**src/rtl/sd_pkg.sv**
```systemverilog
// Shared SD command definitions: indices, response types, error codes
// and fixed arguments used by the init sequencer and the command engine.
package sd_pkg;

    localparam logic [5:0] CMD0   = 6'd0;
    localparam logic [5:0] CMD2   = 6'd2;
    localparam logic [5:0] CMD3   = 6'd3;
    localparam logic [5:0] CMD7   = 6'd7;
    localparam logic [5:0] CMD8   = 6'd8;
    localparam logic [5:0] CMD55  = 6'd55;
    localparam logic [5:0] ACMD41 = 6'd41;

    localparam logic [1:0] RESP_NONE = 2'd0;
    localparam logic [1:0] RESP_R1   = 2'd1;
    localparam logic [1:0] RESP_R3   = 2'd2;
    localparam logic [1:0] RESP_R2   = 2'd3;

    localparam logic [2:0] ERR_NONE    = 3'd0;
    localparam logic [2:0] ERR_TIMEOUT = 3'd1;
    localparam logic [2:0] ERR_CRC     = 3'd2;
    localparam logic [2:0] ERR_ECHO    = 3'd3;
    localparam logic [2:0] ERR_RETRY   = 3'd4;
    localparam logic [2:0] ERR_RCA     = 3'd5;

    localparam logic [31:0] CMD8_ARG       = 32'h0000_01AA;
    localparam logic [11:0] CMD8_ECHO      = 12'h1AA;
    localparam logic [31:0] ACMD41_ARG_HCS = 32'h40FF_8000;
    localparam logic [31:0] ACMD41_ARG_SD  = 32'h00FF_8000;

    typedef struct packed {
        logic [1:0]  rtype;
        logic [5:0]  index;
        logic [31:0] arg;
    } sd_cmd_t;

    function automatic sd_cmd_t mk_cmd(logic [5:0] i, logic [31:0] a,
                                       logic [1:0] t);
        sd_cmd_t c;
        c.rtype = t;
        c.index = i;
        c.arg   = a;
        return c;
    endfunction

endpackage

```
**src/rtl/sd_init_sequencer.sv**
```systemverilog
// Drives the SD command engine through card initialization
// (CMD0, CMD8, CMD55/ACMD41 polling, CMD2, CMD3, CMD7).
module sd_init_sequencer
    import sd_pkg::*;
#(
    parameter int CLK_FRE        = 27,
    parameter int POWERUP_US     = 1000,
    parameter int ACMD41_RETRIES = 1000
) (
    input  logic        clk,
    input  logic        rst_n,
    input  logic        start,
    output logic        cmd_start,
    output logic [5:0]  cmd_index,
    output logic [31:0] cmd_arg,
    output logic [1:0]  cmd_resp_type,
    input  logic        cmd_done,
    input  logic        cmd_timeout,
    input  logic        cmd_crc_err,
    input  logic [31:0] resp_arg,
    output logic        fast_clk_sel,
    output logic        busy,
    output logic        init_done,
    output logic        init_err,
    output logic [2:0]  err_code,
    output logic [15:0] rca,
    output logic        ccs
);

    localparam int PWR_CYCLES = POWERUP_US * CLK_FRE;
    localparam int PW = $clog2(PWR_CYCLES + 1);
    localparam int RW = $clog2(ACMD41_RETRIES + 1);
    localparam logic [PW-1:0] PWR_LAST   = PW'(PWR_CYCLES - 1);
    localparam logic [RW-1:0] RETRY_LAST = RW'(ACMD41_RETRIES - 1);

    localparam logic [3:0] S_IDLE   = 4'd0;
    localparam logic [3:0] S_PWR    = 4'd1;
    localparam logic [3:0] S_CMD0   = 4'd2;
    localparam logic [3:0] S_CMD8   = 4'd3;
    localparam logic [3:0] S_CMD55  = 4'd4;
    localparam logic [3:0] S_ACMD41 = 4'd5;
    localparam logic [3:0] S_CMD2   = 4'd6;
    localparam logic [3:0] S_CMD3   = 4'd7;
    localparam logic [3:0] S_CMD7   = 4'd8;
    localparam logic [3:0] S_DONE   = 4'd9;
    localparam logic [3:0] S_ERR    = 4'd10;

    logic [3:0]    state_q, state_d;
    logic          wait_q, wait_d;
    logic          start_q, start_d;
    logic [PW-1:0] pwr_q, pwr_d;
    logic [RW-1:0] retry_q, retry_d;
    logic          hcs_q, hcs_d;
    logic          ccs_q, ccs_d;
    logic [15:0]   rca_q, rca_d;
    logic [2:0]    code_q, code_d;
    logic          done_q, done_d;
    logic          err_q, err_d;
    logic          fast_q, fast_d;

    logic          idle_like;
    logic          fail;
    logic [2:0]    fail_code;
    logic          bad;
    logic [2:0]    bad_code;
    sd_cmd_t       cmd_s;
    logic          unused_resp;

    assign idle_like   = (state_q == S_IDLE) || (state_q == S_DONE) ||
                         (state_q == S_ERR);
    assign bad         = cmd_timeout | cmd_crc_err;
    assign bad_code    = cmd_timeout ? ERR_TIMEOUT : ERR_CRC;
    assign unused_resp = ^resp_arg[15:12];

    always_comb begin
        state_d   = state_q;
        wait_d    = wait_q;
        start_d   = 1'b0;
        pwr_d     = pwr_q;
        retry_d   = retry_q;
        hcs_d     = hcs_q;
        ccs_d     = ccs_q;
        rca_d     = rca_q;
        code_d    = code_q;
        done_d    = done_q;
        err_d     = err_q;
        fast_d    = fast_q;
        fail      = 1'b0;
        fail_code = ERR_NONE;
        if (idle_like) begin
            if (start) begin
                state_d = S_PWR;
                wait_d  = 1'b0;
                pwr_d   = '0;
                retry_d = '0;
                hcs_d   = 1'b0;
                ccs_d   = 1'b0;
                rca_d   = '0;
                code_d  = ERR_NONE;
                done_d  = 1'b0;
                err_d   = 1'b0;
                fast_d  = 1'b0;
            end
        end else if (state_q == S_PWR) begin
            if (pwr_q == PWR_LAST) begin
                pwr_d   = '0;
                state_d = S_CMD0;
            end else begin
                pwr_d = pwr_q + 1'b1;
            end
        end else if (!wait_q) begin
            // First cycle in a command state; the pulse lands next cycle.
            start_d = 1'b1;
            wait_d  = 1'b1;
        end else if (cmd_done && !start_q) begin
            wait_d = 1'b0;
            case (state_q)
                S_CMD0: state_d = S_CMD8;
                S_CMD8: begin
                    unique case (1'b1)
                        cmd_timeout: begin
                            hcs_d   = 1'b0;
                            state_d = S_CMD55;
                        end
                        cmd_crc_err: begin
                            fail      = 1'b1;
                            fail_code = ERR_CRC;
                        end
                        (resp_arg[11:0] != CMD8_ECHO): begin
                            fail      = 1'b1;
                            fail_code = ERR_ECHO;
                        end
                        default: begin
                            hcs_d   = 1'b1;
                            state_d = S_CMD55;
                        end
                    endcase
                end
                S_CMD55: begin
                    if (bad) begin
                        fail      = 1'b1;
                        fail_code = bad_code;
                    end else begin
                        state_d = S_ACMD41;
                    end
                end
                S_ACMD41: begin
                    // R3 carries no valid CRC, so only timeout matters.
                    if (cmd_timeout) begin
                        fail      = 1'b1;
                        fail_code = ERR_TIMEOUT;
                    end else if (resp_arg[31]) begin
                        ccs_d   = resp_arg[30];
                        state_d = S_CMD2;
                    end else if (retry_q == RETRY_LAST) begin
                        retry_d   = retry_q + 1'b1;
                        fail      = 1'b1;
                        fail_code = ERR_RETRY;
                    end else begin
                        retry_d = retry_q + 1'b1;
                        state_d = S_CMD55;
                    end
                end
                S_CMD2: begin
                    if (bad) begin
                        fail      = 1'b1;
                        fail_code = bad_code;
                    end else begin
                        state_d = S_CMD3;
                    end
                end
                S_CMD3: begin
                    if (bad) begin
                        fail      = 1'b1;
                        fail_code = bad_code;
                    end else begin
                        rca_d = resp_arg[31:16];
                        if (resp_arg[31:16] == 16'h0000) begin
                            fail      = 1'b1;
                            fail_code = ERR_RCA;
                        end else begin
                            state_d = S_CMD7;
                        end
                    end
                end
                S_CMD7: begin
                    if (bad) begin
                        fail      = 1'b1;
                        fail_code = bad_code;
                    end else begin
                        state_d = S_DONE;
                        done_d  = 1'b1;
                        fast_d  = 1'b1;
                    end
                end
                default: state_d = state_q;
            endcase
        end
        if (fail) begin
            state_d = S_ERR;
            code_d  = fail_code;
            err_d   = 1'b1;
        end
    end

    always_ff @(posedge clk or negedge rst_n) begin
        if (!rst_n) begin
            state_q <= S_IDLE;
            wait_q  <= 1'b0;
            start_q <= 1'b0;
            pwr_q   <= '0;
            retry_q <= '0;
            hcs_q   <= 1'b0;
            ccs_q   <= 1'b0;
            rca_q   <= '0;
            code_q  <= ERR_NONE;
            done_q  <= 1'b0;
            err_q   <= 1'b0;
            fast_q  <= 1'b0;
        end else begin
            state_q <= state_d;
            wait_q  <= wait_d;
            start_q <= start_d;
            pwr_q   <= pwr_d;
            retry_q <= retry_d;
            hcs_q   <= hcs_d;
            ccs_q   <= ccs_d;
            rca_q   <= rca_d;
            code_q  <= code_d;
            done_q  <= done_d;
            err_q   <= err_d;
            fast_q  <= fast_d;
        end
    end

    always_comb begin
        cmd_s = '0;
        case (state_q)
            S_CMD0:   cmd_s = mk_cmd(CMD0, 32'h0, RESP_NONE);
            S_CMD8:   cmd_s = mk_cmd(CMD8, CMD8_ARG, RESP_R1);
            S_CMD55:  cmd_s = mk_cmd(CMD55, 32'h0, RESP_R1);
            S_ACMD41: cmd_s = mk_cmd(ACMD41,
                                     hcs_q ? ACMD41_ARG_HCS : ACMD41_ARG_SD,
                                     RESP_R3);
            S_CMD2:   cmd_s = mk_cmd(CMD2, 32'h0, RESP_R2);
            S_CMD3:   cmd_s = mk_cmd(CMD3, 32'h0, RESP_R1);
            S_CMD7:   cmd_s = mk_cmd(CMD7, {rca_q, 16'h0000}, RESP_R1);
            default:  cmd_s = '0;
        endcase
    end

    assign cmd_start     = start_q;
    assign cmd_index     = cmd_s.index;
    assign cmd_arg       = cmd_s.arg;
    assign cmd_resp_type = cmd_s.rtype;
    assign busy          = ~idle_like;
    assign init_done     = done_q;
    assign init_err      = err_q;
    assign err_code      = code_q;
    assign rca           = rca_q;
    assign ccs           = ccs_q;
    assign fast_clk_sel  = fast_q;

endmodule
```
**config.mk**
```make
export PLATFORM = sky130hd
export DESIGN_NAME = sd_init_sequencer
export DESIGN_NICKNAME = d
export VERILOG_FILES = /design/src/rtl/sd_pkg.sv /design/src/rtl/sd_init_sequencer.sv
export SDC_FILE = /design/constraint.sdc
export NUM_CORES = 1
export LEC_CHECK = 0
export CORE_UTILIZATION = 47
export CTS_CLUSTER_SIZE = 12
export DETAILED_ROUTE_END_ITERATION = 10
export MAX_ROUTING_LAYER = met4
export PLACE_DENSITY = 0.8
export SLEW_MARGIN = 0
export SYNTH_ARGS = -nofsm -noshare
export SYNTH_HDL_FRONTEND = slang
export SYNTH_SLANG_ARGS = --single-unit
```
**constraint.sdc**
```tcl
create_clock -name clk -period 2.65 [get_ports clk]
set_input_delay 0.6625 -clock clk [delete_from_list [all_inputs] [get_ports clk]]
set_output_delay 0.6625 -clock clk [all_outputs]
set_load 0.03 [all_outputs]
```
Yosys cells after proc, flatten, opt, wreduce, memory -nomap -nowiden
Index checks and enable logic that the tools add are counted.
{ "classes": {"add_sub_neg": 2, "n_eq_ne": 29, "mux": 95, "bitwise_logic": 2, "reduce_logical": 30} }
{ "op_table": {"columns": ["operator", "count"], "rows": [
  ["40-bit one-hot mux with 6 select lines", 1],
  ["16-bit 2-to-1 mux", 7],
  ["10-bit 2-to-1 mux", 8],
  ["4-bit 2-to-1 mux", 16],
  ["15-bit 2-to-1 mux", 4],
  ["1-bit 2-to-1 mux", 39],
  ["3-bit 2-to-1 mux", 12],
  ["5-bit != test, second input constant", 7],
  ["31-bit 2-to-1 mux", 1],
  ["4-bit one-hot mux with 7 select lines", 1],
  ["2-bit nonzero test", 10],
  ["6-bit AND reduction", 3],
  ["4-bit by 3-bit == test with 1-bit output, second input constant", 4],
  ["16-bit zero test", 1],
  ["15-bit by 1-bit adder with 15-bit output, second input constant", 1],
  ["15-bit == test, second input constant", 1],
  ["7-bit AND reduction", 2],
  ["13-bit AND reduction", 1],
  ["4-bit == test, second input constant", 3],
  ["12-bit by 9-bit != test with 1-bit output, second input constant", 1],
  ["3-bit one-hot mux with 4 select lines", 1],
  ["10-bit by 1-bit adder with 10-bit output, second input constant", 1],
  ["10-bit == test, second input constant", 1],
  ["10-bit nonzero test", 1],
  ["other kinds (21)", 31]
]} }
{ "totals": {"regBits": 54, "input_bits": 38, "out_inout_bits": 65, "elab_cells": 169} }

Longest topological paths before layout
{ "depth": {"depth_word": 11, "depth_mapped": 10, "ltp_nobuf": 7} }

Worst setup path before layout
OpenSTA, ideal clock, no wires.
{ "synth_timing": {"kind": "register -> output", "from": "reg state_q[1]", "to": "out cmd_index[2]", "arrival_ps": 1917, "required_ps": 1987, "slack_ps": 70, "path_stages_with_launch": 6, "n_path_buf": 3, "cell_sequence": "dfrtp_1 buf_4 buf_4 buf_2 or3_1 o21ai_0"} }
{ "synth_via": {"elab_chain_cells": 2, "word_cells_on_any_way": 7, "classes_between": "eq/ne (6); mux (1)"} }
{ "synth_rtl": {"columns": ["element", "line_no", "text"], "rows": [
  ["from (decl)", "sd_init_sequencer.sv:48", "logic [3:0] state_q, state_d;"],
  ["from (signal assigned)", "sd_init_sequencer.sv:221", "state_q <= state_d;"],
  ["4-bit == test, or another cell as far along", "sd_init_sequencer.sv:238", "case (state_q)"],
  ["40-bit one-hot mux with 6 select lines (*)", "sd_init_sequencer.sv:238", null],
  ["to (decl)", "sd_init_sequencer.sv:14", "output logic [5:0] cmd_index,"]
]} }
Every way passes the cells marked *; elsewhere a longest branch is shown, timed or not.

Worst setup path after layout
{ "layout_timing": {"from": "reg state_q[0]", "to": "out cmd_resp_type[0]"} }
{ "layout_via": {"elab_chain_cells": 2, "word_cells_on_any_way": 7, "classes_between": "eq/ne (6); mux (1)"} }
{ "layout_rtl": {"columns": ["element", "line_no", "text"], "rows": [
  ["4-bit == test, or another cell as far along", "sd_init_sequencer.sv:238", null],
  ["40-bit one-hot mux with 6 select lines (*)", "sd_init_sequencer.sv:238", null],
  ["to (decl)", "sd_init_sequencer.sv:16", "output logic [1:0] cmd_resp_type,"]
]} }
Marked as above.

==> metrics <==
Setup Viol. Count Final 0; routability cong. slightly below 0.9; synthesized instance count 384; total length of routed wires 9.13 mm; slew at the pin closest to its max-slew limit 0.694 ns; number of synthesized register bits 54; layout cell share with drive strength beyond 1 0.196; proportion of total power due to net switching 0.472; post-CTS setup buffers 0; placeable core region slightly below 7000 um2; Seq/Total Area, Yosys 0.403; total track usage 0.255; maximum clock frequency between 0.3 and 0.4 GHz; Cell Pwr Density slightly above 900 nW/um2; CTS tree built; RSZ-0062 raised after global routing true; Post-synth top cells sky130_fd_sc_hd__dfrtp_1 (54), sky130_fd_sc_hd__nand2_1 (39), sky130_fd_sc_hd__o21ai_0 (39); Static Leak 0.00214 uW; worst min-delay path category in2async; top-area cell type share of the netlist area 0.403; share of async-settable or async-resettable flops after synthesis 1.00; fin. max-slew vios 0; count of unique library cells instantiated by Yosys 56; cells taking the most area after synthesis sky130_fd_sc_hd__dfrtp_1 (40%), sky130_fd_sc_hd__o21ai_0 (5.8%), sky130_fd_sc_hd__a22o_1 (4.4%); CTS HTree Levels 2; P_sw 1970 uW; Max Root-Sink Buffers 2; required time of the critical path 1.99 ns; CTS Sinks 54; minimum clock period 2.62 ns; antenna violations before repair 0; number of CTS-inserted buffers 5; internal power consumption 2210 uW; nature of the critical path endpoint primary output; Slew HR 0.538; library cell with the highest instance count after synthesis sky130_fd_sc_hd__dfrtp_1; die boundary width 86.5 um; share of power burned in the clock network 0.110; crit path kind reg2out; part of the power in combinational logic 0.603; largest voltage drop on the vdd net 581 uV; number of enable flip-flop cells after synthesis 0; count of hold buffers inserted by post-cts repair 0; starting utilization of the core area 0.491; wire length of the first global-routing pass 14.7 mm; per-cell routed wire length 15.3 um; largest area contributor in the synthesized netlist sky130_fd_sc_hd__dfrtp_1; endpoints failing hold 0; netlist area before placement 3360 um2; Via-to-Cell Ratio roughly 5.6; top fanout value on the critical path 12; vias in the first global route 3096; initial detailed-routing violation count approximately 140; diode insertion count for antenna repair 0; Reg power frac 0.286; Startpoint Class flop; net total in the final layout 540; buffers added on ports 88; largest clock skew in the final design 0.00604 ns; total global routing overflow 0; dominant synthesized flop cell sky130_fd_sc_hd__dfrtp_1; CP Data Arrival Time 1.96 ns; Placed Cells 589; count of synthesis-stage warnings from yosys 0; Max-Cap Viols 0; total via count in the routed design approximately 3300; Fill cells 553; Clock Latency Late Sink between 0.3 and 0.4 ns; total power after layout 4180 uW; fin crit share 0.989; first-pass iteration count of the detailed router 4; clock slew at reported path FFs 0.10 ns; number of placement rows 30; post-DP HPWL 6.79 mm; die boundary height 86.5 um; Die Outline Area 7480 um2; Ports around 100; largest net degree at the start of global routing 55; synthesis-to-layout area growth 37.1%; CTS Root Cell sky130_fd_sc_hd__clkbuf_8; remaining number of nets flagged by the antenna check after routing 0; number of standard cells in the layout, taps in and fillers out 596; number of remaining DRC errors 0; post-synthesis area per instance 8.74 um2; status finished clean
[final cells by class]
class	instances	area, um2	share of cell area
Multi-Input combinational cell	295	1830	0.399
Sequential cell	54	1350	0.294
Clock inverter	2	13.8	0.00299
Timing Repair Buffer	135	1180	0.256
Clock buffer	5	68.8	0.0150
Inverter	9	33.8	0.00734
Tap cell	96	120	0.0261
[layer usage]
| layer | vias to the layer above | track usage | part of all wire |
|---|---|---|---|
| li1 | 1598 | - | - |
| met4 | 0 | 0.0879 | 0.017 |
| met2 | 115 | 0.412 | 0.50 |
| met5 | - | - | 0 |
| met3 | 15 | 0.0343 | 0.053 |
| met1 | 1616 | 0.331 | 0.43 |
[worst max-delay path, cell delays in order, from the launching register on]
cell and delay (ns):
sky130_fd_sc_hd__dfrtp_2 0.50, sky130_fd_sc_hd__nand2b_1 0.23, sky130_fd_sc_hd__or3_4 0.38, sky130_fd_sc_hd__o211ai_1 0.21
sky130_fd_sc_hd__nand2b_1 0.17, sky130_fd_sc_hd__buf_4 0.16
[worst paths after layout]
check                                            start  slack, ns  depth (start not counted)                 endpoint
worst min-delay path                             rst_n       0.47                          2       wait_q$_DFFE_PN0P_
max in group asynchronous                        rst_n       1.69                          2   state_q[3]$_DFFE_PN0P_
worst min register to register    pwr_q[8]$_DFFE_PN0P_       0.49                          1     pwr_q[8]$_DFFE_PN0P_
worst max register to register  state_q[0]$_DFFE_PN0P_       0.28                          8  err_code[2]$_DFFE_PN0P_
min in group clk                  pwr_q[8]$_DFFE_PN0P_       0.49                          1     pwr_q[8]$_DFFE_PN0P_
worst max-delay path            state_q[0]$_DFFE_PN0P_       0.03                          5         cmd_resp_type[0]
[through the flow]
stage / setup WS [ns] / TNS (ns) / hold WS (ns) / util / instance area, um2
floorplan: 0.0702 / 0 / 0.367 / - / 3390
global placement: -0.307 / -1.86 / 0.474 / 0.655 / 4470
detailed placement: -0.344 / -2.71 / 0.481 / 0.655 / 4470
CTS: 0.0256 / 0 / 0.494 / 0.669 / 4570
global route: -0.0646 / -0.0646 / 0.514 / 0.673 / 4600
finish: 0.0294 / 0 / 0.475 / 0.673 / 4600
[flip-flops by register name, indices dropped and copies added (netlist names), 3 cells and up]
name	count
state_q	4
err_code	3
rca	16
pwr_q	15
retry_q	10
[repair_timing]
item,CTS,global route
gates resized for setup,11,10
endpoints found under the setup margin,8,29
cloned,0,0
pin swaps,1,5
[cells in the final DEF (no fill, tap or decap), drive strengths merged, types with 4 or more instances in the layout]
cell	count
nor3	10
a21oi	7
inv	10
a31oi	4
nand2	40
or4	4
conb	10
clkdlybuf4s50	54
nor4b	4
nand2b	6
or3	6
xor2	8
nor2	29
clkbuf	5
nand4	6
nand3	22
dfrtp	54
o21ai	40
nor2b	8
dlygate4sd2	6
and2	14
a22o	17
nor4bb	4
and3	9
nor4	6
buf	72
o31ai	6
[cells by family after synthesis]
group	Yosys count	synth area share
simple gates	180	0.298
other cells	1	0.00112
buf+inv	44	0.0742
compound gates	93	0.190
fa+ha+maj	2	0.00746
xor+xnor	8	0.0209
flops	54	0.403
mux	2	0.00597
[power groups by stage]
stage	Sequential, uW	Combinational [uW]	Clock (uW)
final	1200	2520	461
after global routing	1230	2750	510
after CTS	1190	2490	477
after detailed placement	1210	2500	0
after global placement	1200	2430	0
after floorplan	1180	1600	0
Note: power is estimated with default switching activity, not from simulation.
